==> src/rtl/ctrl_mem_load_mb.sv <==
// Multi-bank memory loader: valid/ready stream -> one-hot bank writes + shared address.
// Define CTRL_MEM_LOAD_PINGPONG_EN for double-buffered (ping-pong) operation.
module ctrl_mem_load_mb #(
    parameter int DATA_WIDTH = 16,
    parameter int MEM_SIZE   = 8,
    parameter int NUM_BANKS  = 4,
    localparam int ADDR_W    = $clog2(MEM_SIZE),
    localparam int BANK_W    = (NUM_BANKS > 1) ? $clog2(NUM_BANKS) : 1
) (
    input  logic                  clk,
    input  logic                  reset,
    input  logic                  s_valid,
    input  logic [DATA_WIDTH-1:0] s_data,
    output logic                  s_ready,
    input  logic                  en_ext_ctrl,
    input  logic                  ext_load_addr,
    input  logic [ADDR_W-1:0]     ext_load_addr_val,
    input  logic [BANK_W-1:0]     ext_bank_val,
    input  logic                  ext_incr_addr,
    input  logic                  consume_done,
    output logic [NUM_BANKS-1:0]  mem_wr_en,
    output logic [ADDR_W-1:0]     mem_addr,
    output logic [DATA_WIDTH-1:0] mem_wr_data,
    output logic                  wr_buf,
    output logic                  rd_buf,
    output logic                  load_done
);

    typedef enum logic {
        S_LOAD,
        S_FULL
    } state_e;

    localparam logic [ADDR_W-1:0] LAST_ADDR = ADDR_W'(MEM_SIZE - 1);
    localparam logic [BANK_W-1:0] LAST_BANK = BANK_W'(NUM_BANKS - 1);

    state_e            state_q, state_d;
    logic [ADDR_W-1:0] addr_q, addr_d;
    logic [BANK_W-1:0] bank_q, bank_d;
    logic [1:0]        full_q, full_d;
    logic              wr_buf_q, wr_buf_d;
    logic              rd_buf_q, rd_buf_d;
    logic              load_done_q, load_done_d;
    logic              fire;
    logic              ext_ok;

    assign s_ready     = (state_q == S_LOAD);
    assign fire        = s_valid & s_ready;
    assign mem_wr_en   = fire ? (NUM_BANKS'(1) << bank_q) : '0;
    assign mem_addr    = addr_q;
    assign mem_wr_data = s_data;
    assign wr_buf      = wr_buf_q;
    assign rd_buf      = rd_buf_q;
    assign load_done   = load_done_q;

    assign ext_ok = (32'(ext_load_addr_val) < MEM_SIZE) &&
                    (32'(ext_bank_val) < NUM_BANKS);

    always_comb begin
        state_d     = state_q;
        addr_d      = addr_q;
        bank_d      = bank_q;
        full_d      = full_q;
        wr_buf_d    = wr_buf_q;
        rd_buf_d    = rd_buf_q;
        load_done_d = 1'b0;

        // Free before fill so a same-cycle consume avoids a ready bubble
        if (consume_done && full_d[rd_buf_q]) begin
            full_d[rd_buf_q] = 1'b0;
        end

        if (en_ext_ctrl) begin
            if (ext_load_addr) begin
                if (ext_ok) begin
                    addr_d = ext_load_addr_val;
                    bank_d = ext_bank_val;
                end
            end else if (ext_incr_addr) begin
                addr_d = (addr_q == LAST_ADDR) ? '0 : addr_q + ADDR_W'(1);
            end
        end else if (fire) begin
            if (addr_q == LAST_ADDR) begin
                addr_d = '0;
                if (bank_q == LAST_BANK) begin
                    bank_d           = '0;
                    load_done_d      = 1'b1;
                    full_d[wr_buf_q] = 1'b1;
                end else begin
                    bank_d = bank_q + BANK_W'(1);
                end
            end else begin
                addr_d = addr_q + ADDR_W'(1);
            end
        end

`ifdef CTRL_MEM_LOAD_PINGPONG_EN
        // rd tracks the oldest full buffer; wr moves to a free one
        if (!full_d[rd_buf_d] && full_d[~rd_buf_d]) begin
            rd_buf_d = ~rd_buf_d;
        end
        if (full_d[wr_buf_d] && !full_d[~wr_buf_d]) begin
            wr_buf_d = ~wr_buf_d;
        end
        state_d = (&full_d) ? S_FULL : S_LOAD;
`else
        state_d = (|full_d) ? S_FULL : S_LOAD;
`endif
    end

    always_ff @(posedge clk) begin
        if (reset) begin
            state_q     <= S_LOAD;
            addr_q      <= '0;
            bank_q      <= '0;
            full_q      <= '0;
            wr_buf_q    <= 1'b0;
            rd_buf_q    <= 1'b0;
            load_done_q <= 1'b0;
        end else begin
            state_q     <= state_d;
            addr_q      <= addr_d;
            bank_q      <= bank_d;
            full_q      <= full_d;
            wr_buf_q    <= wr_buf_d;
            rd_buf_q    <= rd_buf_d;
            load_done_q <= load_done_d;
        end
    end

endmodule

==> config.mk <==
export PLATFORM = sky130hd
export DESIGN_NAME = ctrl_mem_load_mb
export DESIGN_NICKNAME = d
export VERILOG_FILES = /design/src/rtl/ctrl_mem_load_mb.sv
export SDC_FILE = /design/constraint.sdc
export NUM_CORES = 1
export LEC_CHECK = 0
export ABC_AREA = 1
export CAP_MARGIN = 20
export CORE_ASPECT_RATIO = 0.8
export CORE_MARGIN = 3
export CORE_UTILIZATION = 34
export CTS_CLUSTER_SIZE = 40
export DETAILED_ROUTE_END_ITERATION = 12
export PLACE_DENSITY = 0.86
export SKIP_LAST_GASP = 1
export SYNTH_ARGS = -nofsm -noshare
export SYNTH_HDL_FRONTEND = slang
export SYNTH_SLANG_ARGS = --single-unit
==> constraint.sdc <==
create_clock -name clk -period 2 [get_ports clk]
set_input_delay 0.4 -clock clk [delete_from_list [all_inputs] [get_ports clk]]
set_output_delay 0.4 -clock clk [all_outputs]
set_load 0.02 [all_outputs]
==> results_dict.tcl, run 1 <==
set metrics [dict create \
    grt_busiest_layer "met2" \
    avgViaCountPerCell 4.238 \
    gp_congestion 0.8068 \
    drtPass1Iterations 4 \
    routed_wirelength_mm 1.291 \
    place.detailed.hpwl_mm 1.055 \
    globalRouteMet3Util_pct 5.099 \
    ctsHtreeMaxLevel 1 \
    hold_buffers 0 \
    via_count 551 \
    p_per_area_mw_per_mm2 527.0 \
    synth.ff_latch_count 7 \
    tritoncts "yes" \
    fraction_of_layout_cells_with_a_size_suffix_above_1_pct 15.74 \
    floorplan.initialDensity_pct 38.32 \
    max-clock-path-buffers 2 \
    wl_per_cell_microns 9.931 \
    final_common_cell "sky130_fd_sc_hd__nand2_1" \
    hold_path.class "reg -> reg" \
    synth_largest_type_area_fraction_pct 21.21 \
    cts_root_buf "sky130_fd_sc_hd__clkbuf_4" \
    first_global_vias 473 \
    most-common-layout-cells "21 x sky130_fd_sc_hd__nand2_1, 16 x sky130_fd_sc_hd__clkdlybuf4s50_1, 14 x sky130_fd_sc_hd__inv_1" \
    finalWorstPathRequiredPeriod_ns 1.893 \
    synth-seq-area-share_pct 21.21 \
    number_of_placement_rows 13 \
    grtUsageMet1_pct 11.45 \
    rsz0062_at_grt "no" \
    drc 0 \
    syn-mean-instance-area_sq_um 6.606 \
    yosysWarningCount 0 \
    worstSetupStartpointType "input pin" \
    core_area_sq_mm 0.001724 \
    cts-buffers-inserted 3 \
    netlist_area_sq_um 660.6 \
    outcome "complete, no violations" \
    dieHeight_microns 45.43 \
    clk_latency_ns 0.26 \
    cp-end-kind "output port" \
    timing_hold_violations_final 0 \
    top_level_ports 55 \
    area_growth_syn_to_layout_pct 18.94 \
    antenna_cells_inserted 0 \
    gr-total-overflow 0 \
    report.power.total_mw 0.4141 \
    max_cap_viols 0 \
    antenna_left 0 \
    crit_required_ns 1.60 \
    timing.critical_path.fanout_max 5 \
    design.die.area_sq_mm 0.002511 \
    multi_input_comb_area_sq_um 325.3 \
    floorplan.die.width_microns 55.28 \
    timing.final.crit_share_pct 94.67 \
    setup_violations 0 \
    grt_start_max_net_pins 6 \
    grt_use_total_pct 11.01 \
    clock_skew_ns 0.003034 \
    filler_cell_count 180 \
    synth_area_leaders "sky130_fd_sc_hd__dfxtp_1 21%, sky130_fd_sc_hd__buf_4 20%, sky130_fd_sc_hd__ha_1 13%" \
    vdd_drop_max_v 0.0002756 \
    initialDrtViolationCount 5 \
    drv_slew 0 \
    timing.fmax_mhz 528.2 \
    cts.sink_count 7 \
    netlist.top_cell.by_area "sky130_fd_sc_hd__dfxtp_1" \
    port_buffers 20 \
    clock_pin_slew_on_the_worst_setup_and_hold_paths_ns 0.05 \
    worstSetupPathType "in -> out" \
    first_pass_grt_wire_length_mm 2.042 \
    sequential_cell_area_in_the_final_layout_sq_um 140.1 \
    synthesis.instances 100 \
    initial_antenna_violation_count 0 \
    finalNetCount 144 \
    power_leakage_nw 0.4220 \
    finish.utilization_pct 45.57 \
    arrival_time_reported_for_the_critical_path_endpoint_ns 1.49 \
    met2_usage_pct 17.45 \
    yosys_cell_types 15 \
]
==> worst max-delay path, cell delays in order <==
cell and delay (ns):
sky130_fd_sc_hd__clkdlybuf4s50_1 0.48, sky130_fd_sc_hd__nand2_2 0.11, sky130_fd_sc_hd__nor2_1 0.14, sky130_fd_sc_hd__dlygate4sd2_1 0.37
==> synth_stat cells, drive strengths merged <==
| library cell | instances |
|---|---|
| inv | 17 |
| dfxtp | 7 |
| ha | 7 |
| nand2 | 29 |
| o21ai | 1 |
| a21oi | 1 |
| nand3 | 5 |
| nor2 | 13 |
| conb | 1 |
| o22ai | 1 |
| buf | 18 |
==> kinds of logic after synthesis <==
kind of cell,synth area share (%)
adders and majority gates,13.26
other,0.5676
buffers and inverters,30.11
and+or+nand+nor,31.82
DFF,21.21
AOI/OAI and AO/OA,3.030
==> cell type report <==
type,count,area share (%)
Tap cell,22,3.503
Timing Repair Buffer,21,25.80
Clock buffer,4,3.344
Multi-Input combinational cell,59,41.40
Sequential cell,7,17.83
Inverter,17,8.121
==> state kept, by name, summed over array words and instances (netlist names) <==
signal     count
mem_addr       3
load_done      1
state_q        1
bank_q         2
==> power by group <==
part	total, mW	internal, mW	switching, mW
clock	0.132	0.0763	0.0556
sequential	0.158	0.149	0.00886
combinational	0.125	0.0578	0.0668
==> path summary, 6_finish.rpt <==
check / from / end / slack, ns / depth (start not counted)
setup / recovery: s_valid / mem_wr_en[3] / 0.11 / 4
setup reg to reg: mem_addr[0]$_SDFFE_PP0P_ / bank_q[0]$_SDFFE_PP0P_ / 0.77 / 8
hold reg to reg: state_q$_SDFF_PP0_ / state_q$_SDFF_PP0_ / 0.50 / 2
hold / removal: state_q$_SDFF_PP0_ / state_q$_SDFF_PP0_ / 0.50 / 2
==> metrics by stage <==
step | worst slack [ns] | hold slack (ns) | std cells | TNS, ns | cell area (sq um)
floorplan | 0.7256 | 0.4624 | 101 | 0 | 664.4
global placement | -0.1232 | 0.4767 | 126 | -0.3567 | 764.5
detailed placement | -0.1704 | 0.4887 | 126 | -0.4970 | 764.5
CTS | 0.1044 | 0.4967 | 130 | 0 | 785.8
global route | 0.03759 | 0.5236 | 130 | 0 | 785.8
finish | 0.1067 | 0.4958 | 130 | 0 | 785.8
==> what timing repair did <==
action,in CTS,in global routing
gates resized for setup,4,0
setup buffers,0,0
endpoints found under the setup margin,4,0
==> layer usage <==
| layer | wire length [microns] | share of wire [%] | vias to the layer above |
|---|---|---|---|
| li1 | - | - | 290 |
| met2 | 612 | 47 | 29 |
| met5 | 0 | 0 | - |
| met3 | 124 | 9.6 | 7 |
| met4 | 36 | 2.8 | 0 |
| met1 | 519 | 40 | 225 |
(Power assumes the default switching activity.)
==> run 2, diff against run 1 <==
Settings changed: HOLD_SLACK_MARGIN set to 0.1.
==> results of run 2 <==
Same layout as run 1: the final DEF is identical, and so are final timing and power.
